File: src/rtl/s2p_pkg.sv
// s2p_pkg: shared definitions for the s2p family of serial-to-parallel blocks.
//   calc_cnt_w(width) : bit counter width, clog2(width) with a floor of 1
//   CNT_W             : counter width for the default 8-bit word
//   lane_lo(k, width) : low bit index of lane k in a packed multi-lane word
package s2p_pkg;

    localparam int unsigned DEFAULT_WIDTH = 8;

    function automatic int unsigned calc_cnt_w(input int unsigned width);
        return (width <= 2) ? 1 : $clog2(width);
    endfunction

    localparam int unsigned CNT_W = calc_cnt_w(DEFAULT_WIDTH);

    function automatic int unsigned lane_lo(input int unsigned k, input int unsigned width);
        return k * width;
    endfunction

endpackage

File: src/rtl/s2p_lane.sv
// s2p_lane: one lane's WIDTH-bit deserialising shift register.
//   clk, rst  : clock, asynchronous active-high reset
//   shift     : shift si into the register this cycle
//   clr       : synchronous clear, wins over shift
//   si        : serial input bit
//   word_next : register contents including this cycle's bit (pre-edge view),
//               used by the top to capture a word on its completing edge
module s2p_lane #(
    parameter int unsigned WIDTH     = 8,
    parameter bit          MSB_FIRST = 1'b1
) (
    input  logic             clk,
    input  logic             rst,
    input  logic             shift,
    input  logic             clr,
    input  logic             si,
    output logic [WIDTH-1:0] word_next
);

    logic [WIDTH-1:0] sr;
    logic [WIDTH-1:0] shifted;

    always_comb begin
        shifted = sr;
        if (MSB_FIRST)
            shifted = {sr[WIDTH-2:0], si};
        else
            shifted = {si, sr[WIDTH-1:1]};
    end

    assign word_next = shifted;

    always_ff @(posedge clk or posedge rst) begin
        if (rst)
            sr <= '0;
        else if (clr)
            sr <= '0;
        else if (shift)
            sr <= shifted;
    end

endmodule

File: src/rtl/s2p_lanes.sv
// s2p_lanes: LANES lock-stepped serial lanes deserialised into WIDTH-bit words,
// presented through a one-entry valid/ready output register.
//   clk, rst   : clock, asynchronous active-high reset
//   si         : one serial bit per lane, sampled when dat_en=1
//   dat_en     : bit strobe
//   clr        : synchronous realign, discards the partial word (beats dat_en)
//   po         : output word, lane k at po[k*WIDTH +: WIDTH]
//   dat_valid  : po holds an unconsumed word
//   dat_ready  : downstream accepts po when dat_valid & dat_ready
//   overflow   : one-cycle pulse per completed word dropped under back-pressure
module s2p_lanes
    import s2p_pkg::*;
#(
    parameter int unsigned WIDTH     = 8,
    parameter int unsigned LANES     = 2,
    parameter bit          MSB_FIRST = 1'b1
) (
    input  logic                   clk,
    input  logic                   rst,
    input  logic [LANES-1:0]       si,
    input  logic                   dat_en,
    input  logic                   clr,
    output logic [LANES*WIDTH-1:0] po,
    output logic                   dat_valid,
    input  logic                   dat_ready,
    output logic                   overflow
);

    localparam int unsigned LCNT_W = calc_cnt_w(WIDTH);
    localparam logic [LCNT_W-1:0] CNT_MAX = LCNT_W'(WIDTH - 1);

    logic [LCNT_W-1:0]      cnt;
    logic [LANES*WIDTH-1:0] cand;
    logic                   complete;
    logic                   free;

    for (genvar k = 0; k < LANES; k++) begin : g_lane
        localparam int unsigned LO = lane_lo(k, WIDTH);
        s2p_lane #(
            .WIDTH     (WIDTH),
            .MSB_FIRST (MSB_FIRST)
        ) u_lane (
            .clk       (clk),
            .rst       (rst),
            .shift     (dat_en),
            .clr       (clr),
            .si        (si[k]),
            .word_next (cand[LO +: WIDTH])
        );
    end

    // A clr in the completing cycle suppresses the word.
    assign complete = dat_en && !clr && (cnt == CNT_MAX);
    assign free     = !dat_valid || dat_ready;

    always_ff @(posedge clk or posedge rst) begin
        if (rst)
            cnt <= '0;
        else if (clr)
            cnt <= '0;
        else if (dat_en)
            cnt <= (cnt == CNT_MAX) ? '0 : cnt + LCNT_W'(1);
    end

    always_ff @(posedge clk or posedge rst) begin
        if (rst) begin
            po        <= '0;
            dat_valid <= 1'b0;
            overflow  <= 1'b0;
        end else begin
            overflow <= 1'b0;
            if (complete && free) begin
                po        <= cand;
                dat_valid <= 1'b1;
            end else if (complete) begin
                overflow <= 1'b1;
            end else if (dat_ready) begin
                dat_valid <= 1'b0;
            end
        end
    end

endmodule

File: config.mk
export PLATFORM = sky130hd
export DESIGN_NAME = s2p_lanes
export DESIGN_NICKNAME = d
export VERILOG_FILES = /design/src/rtl/s2p_pkg.sv /design/src/rtl/s2p_lane.sv /design/src/rtl/s2p_lanes.sv
export SDC_FILE = /design/constraint.sdc
export NUM_CORES = 1
export LEC_CHECK = 0
export CAP_MARGIN = 15
export CORE_MARGIN = 2
export CORE_UTILIZATION = 50
export DETAILED_ROUTE_END_ITERATION = 10
export GPL_TIMING_DRIVEN = 0
export PLACE_DENSITY = 0.81
export SLEW_MARGIN = 40
export SYNTH_ARGS = -nofsm -noshare
export SYNTH_HDL_FRONTEND = slang
export SYNTH_SLANG_ARGS = --single-unit
export TNS_END_PERCENT = 5
File: constraint.sdc
create_clock -name clk -period 4.6 [get_ports clk]
set_clock_uncertainty 0.2 [all_clocks]
set_input_delay 0.69 -clock clk [delete_from_list [all_inputs] [get_ports clk]]
set_output_delay 0.69 -clock clk [all_outputs]
set_load 0.01 [all_outputs]
After elaboration in Yosys (flattened, before gate mapping):

Index checks and enable logic that the tools add are counted.

* bits in registers: 35
* output and inout bits: 18
* logic and storage cells: 30

* add/sub/neg operators: 1
* eq/ne operators: 2
* mux-type cells: 12
* reductions and logical operators: 9

Operators by type and width (number)
* two-way mux 7 bit: 4
* two-way mux 3 bit: 3
* two-way mux 1 bit: 5
* nonzero test 2 bit: 2
* adder 3 x 1 -> 3 bit, second input constant: 1
* equality test 3 bit, second input constant: 1
* logical AND 1 bit: 3
* zero test 1 bit: 2
* != test 2 x 1 -> 1 bit, second input constant: 1
* AND reduction 2 bit: 1
* logical OR 1 bit: 1

Longest topological paths before layout:

* depth in word-level cells: 6
* mapped depth: 7
* depth with buffers taken out: 5

Hierarchy:

A second synthesis with hierarchy kept.

* cells, all modules: 103
* area total of the unflattened synthesis: 1482.7 um^2

By module, submodules not included
* s2p_lanes: instances 1, cells each 55, area an instance 894.6 um^2, seq. area each 525.5 um^2
* s2p_lane: instances 2, cells each 24, area an instance 294.0 um^2, seq. area each 175.2 um^2

Worst setup path after synthesis:

OpenSTA, ideal clock, no wires.

* kind: in2reg
* start: in clr
* end: reg po[0]
* setup time: 0.125 ns
* data arrival time: 1.624 ns
* required time: 4.275 ns
* path slack: 2.651 ns
* stages: 6
* buffers on the path: 3
* path through: buf_6 nand3b_4 nor2b_2 buf_6 buf_12 mux2_4

* cells in the longest elaborated chain, start to end: 4

RTL lines
* start, declared: line s2p_lanes.sv:22 `input logic clr,`
* zero test 1 bit: line s2p_lanes.sv:53 `assign complete = dat_en && !clr && (cnt == CNT_MAX);`
* logical AND 1 bit (2 in a row): line s2p_lanes.sv:53
* logical AND 1 bit: line s2p_lanes.sv:72 `if (complete && free) begin`
* end signal, assigned: line s2p_lanes.sv:73 `po <= cand;`
* end, declared: line s2p_lanes.sv:23 `output logic [LANES*WIDTH-1:0] po,`

No other way between the ends.
A chain may end at the register's enable or synchronous reset.

Final worst setup path:

* start: reg po[7]
* end: out po[7]

No word-level cell between the ends.

==> reports/qor.log <==
[run_status] status completed
[logic_synthesis] share of synthesized registers carrying an async set or reset 1.000
[global_route] total global routing overflow 0
[setup_path] Reg2Reg Depth 7
[setup_path] capturing element type of the critical path primary output
[cells_and_area] fraction of final layout cells with drive strength greater than 1 0.2266
[timing] min cycle time layout 2134 ps
[routing] number of vias per cell 5.233
[setup_path] Worst Path Buf+Inv 1
[cts] level count of the clock H-tree 2
[logic_synthesis] nets in the synthesized netlist 109
[cts] TritonCTS clock tree built
[cts] clock tree sinks 35
[setup_path] critical path data arrival time 1240 ps
[logic_synthesis] synthesized netlist cell count 100
[setup_path] launching element type of the critical path register
[timing] achievable clock frequency 468.7 MHz
[power_and_ir_drop] worst voltage drop across the vdd grid 0.2209 mV
[timing] Setup Viol. Count Final 0
[worst_hold_path] Tightest Hold Check Type reg2reg
[cts] clk_lat worst skew 330 ps
[routing] post-detailed-route wirelength per cell 15.19 µm
[setup_path] Setup Crit Path Kind reg2out
[logic_synthesis] total of flip-flops plus latches after synthesis 35
[logic_synthesis] yosys warns 0
[logic_synthesis] Distinct cells, synth 16
[global_route] vias in the first global route 879
[power_and_ir_drop] Leak 0.0008966 µW
[placement] Port Buf Inserts 22
[routing] count of antenna-violating nets left after detailed routing 0
[floorplan] overall die area 0.003371 mm²
[cells_and_area] multi-input gate area in the final layout 523.0 µm²
[setup_path] WP data required 3710 ps
[logic_synthesis] netlist area before placement 0.001461 mm²
[cells_and_area] number of nets in the layout 138
[routing] total via count in the routed design 832
[timing] Final Hold Fails 0
[setup_path] family with the most delay on the worst path buffers and inverters
[logic_synthesis] Mean Syn Cell Area 14.61 µm²
[setup_path] Critical Path Fanout Max 2
[global_route] global-route wire length before repair 4.202 mm
[cts] buffer levels on the longest clock path 2
[worst_hold_path] terminating pin of the worst hold path po[6]
[cts] post-cts hold buffer count 0
[floorplan] die extent in x 58.06 µm
[logic_synthesis] Post-synth EDFFs 0
[placement] minimum setup slack after placement 2236 ps
[cells_and_area] Filler Cells Inserted 203
[timing] final number of max-transition violations 0
[timing] final worst hold slack 315.7 ps
[setup_path] worst reg2reg path endpoint po[8]
[routing] DRC violation count after routing 0
[logic_synthesis] most numerous cell in the Yosys netlist dfrtp_1
[worst_hold_path] Hold Path Stages 1
[logic_synthesis] most used flip-flop cell after synthesis dfrtp_1
[timing] Worst Tran Pin Value 697.3 ps
[floorplan] Placeable Area 0.002758 mm²
[setup_path] register-to-register setup slack 2690 ps
[worst_hold_path] Hold Path Origin po[6]
[cells_and_area] antenna diode count 0
[timing] unrepaired setup endpoints after global routing false
[setup_path] launching point of the worst reg2reg path cnt[0]
[global_route] GRT Overall Usage 0.1724
[timing] fin worst setup slack 2466 ps
[timing] part of the cycle the worst path needs 0.4638
[cts] clock root buffer master clkbuf_4
[power_and_ir_drop] power density over the cells 276.9 mW/mm²
[cts] post-CTS setup buffer count 0
[floorplan] Die Y 58.06 µm
[timing] worst-case headroom to the max-slew limit 0.5345
[routing] final wirelength 2.416 mm
[cells_and_area] storage element area 875.8 µm²
[logic_synthesis] Commonest cells post-synth dfrtp_1, nor2_1, mux2i_1
[setup_path] Critical-path top delay cell clkdlybuf4s50_1
[cts] TritonCTS Buffers 5
[placement] HPWL after detailed placement 1.633 mm
[global_route] initial antenna violation count 0
[floorplan] number of rows in the core area 19
[routing] detailed-routing iteration count for the pre-antenna-repair pass 4
[setup_path] sequence of cells on the critical path clkdlybuf4s50_1
[cells_and_area] area grow syn2layout 20.55%
[logic_synthesis] area fraction of the dominant cell type after synthesis 0.5993
[floorplan] IO Count 25
[setup_path] maximum cell stage delay along the critical path 540 ps
[global_route] pin count of the biggest net entering global routing 36
[cts] clock input transition at the sequential cells of the worst setup and hold paths 90 ps
[logic_synthesis] post-synthesis sequential area ratio 0.5993
[routing] First DRT Iteration DRCs 21
[timing] Fin Setup TNS 0 ps
[flow_run] number of violations of the max-capacitance limit 0
[floorplan] initial standard-cell utilization of the core 0.5299
[logic_synthesis] library cell occupying the most area in the post-synthesis netlist dfrtp_1
[cts] cts repair resizes 0
[logic_synthesis] leading post-synthesis cells by cell area dfrtp_1, mux2i_1, mux2_4, nor2_1, mux2_2
[placement] final weighted congestion of routability-driven global placement 0.7029
registers in the layout (all words and copies together), names as in the netlist:
| name | flops |
|---|---|
| po | 16 |
| g_lane.u_lane.sr | 14 |
| dat_valid | 1 |
| cnt | 3 |
| overflow | 1 |
routing by layer:
layer  track usage  wire [µm]  up-vias
li1              -          -      390
met1        0.2232       1061      411
met2        0.2516       1135       23
met3       0.06696        149        8
met4       0.08970         70        0
met5             0          0        -
metrics by stage:
step / cell area [µm²] / instances / total power, µW / utilization
after floorplan: 1461 / 100 / 339.7 / -
after global placement: 1720 / 153 / 347.5 / 0.6239
after detailed placement: 1720 / 153 / 349.2 / 0.6239
after CTS: 1762 / 159 / 494.9 / 0.6388
after global routing: 1762 / 159 / 508.8 / 0.6388
final: 1762 / 159 / 487.7 / 0.6388
where the power goes:
group / leakage [µW] / switching (µW) / internal [µW] / total, µW
Sequential: 0.000486 / 2.99 / 311 / 314
Clock: 0.0000242 / 91.0 / 54.3 / 145
Combinational: 0.000387 / 16.2 / 12.1 / 28.3
Total: 0.000897 / 110 / 378 / 488
cells in the final DEF (no fill, tap or decap):
cell type	instances
inv_2	1
buf_6	2
nor2_1	19
nand2_1	1
nand3b_4	1
buf_2	1
clkdlybuf4s50_1	22
buf_12	1
nand2b_1	1
nor2b_2	1
dfrtp_1	35
ha_1	2
buf_4	1
mux2_4	10
mux2i_1	17
mux2_2	6
clkbuf_1	2
clkbuf_4	5
kinds of logic (layout without fill, tap and decap cells):
family	Yosys count	in the layout	share of synthesized area
fa+ha+maj	2	2	0.01712
mux	33	33	0.2654
flops	35	35	0.5993
simple gates	23	23	0.07535
buf+inv	7	35	0.04280
worst max-delay path by stage:
stage / from / to / slack [ps] / cells after the start
after floorplan: clr / po[0] / 2650 / 6
after global placement: rst / po[5] / 2200 / 2
after detailed placement: dat_ready / po[8] / 2240 / 6
after CTS: po[7] / po[7] / 2450 / 1
after global routing: po[10] / po[10] / 2420 / 1
final: po[7] / po[7] / 2470 / 1
worst register-to-register path: stages (launching register included):
cell and delay [ps]:
dfrtp_1 390, ha_1 160, ha_1 210, nand3b_4 100, nor2b_2 130, buf_6 150
buf_12 160, mux2_4 310
area by class of cell:
cell class,instances,share of cell area
clock buffers,6,0.02344
repair buffers,22,0.1250
multi-input cells,58,0.2969
flip-flops and latches,35,0.4972
plain buffers,6,0.03338
inverters,1,0.002131
well taps,31,0.02202
Note: power is estimated with default switching activity, not from simulation.
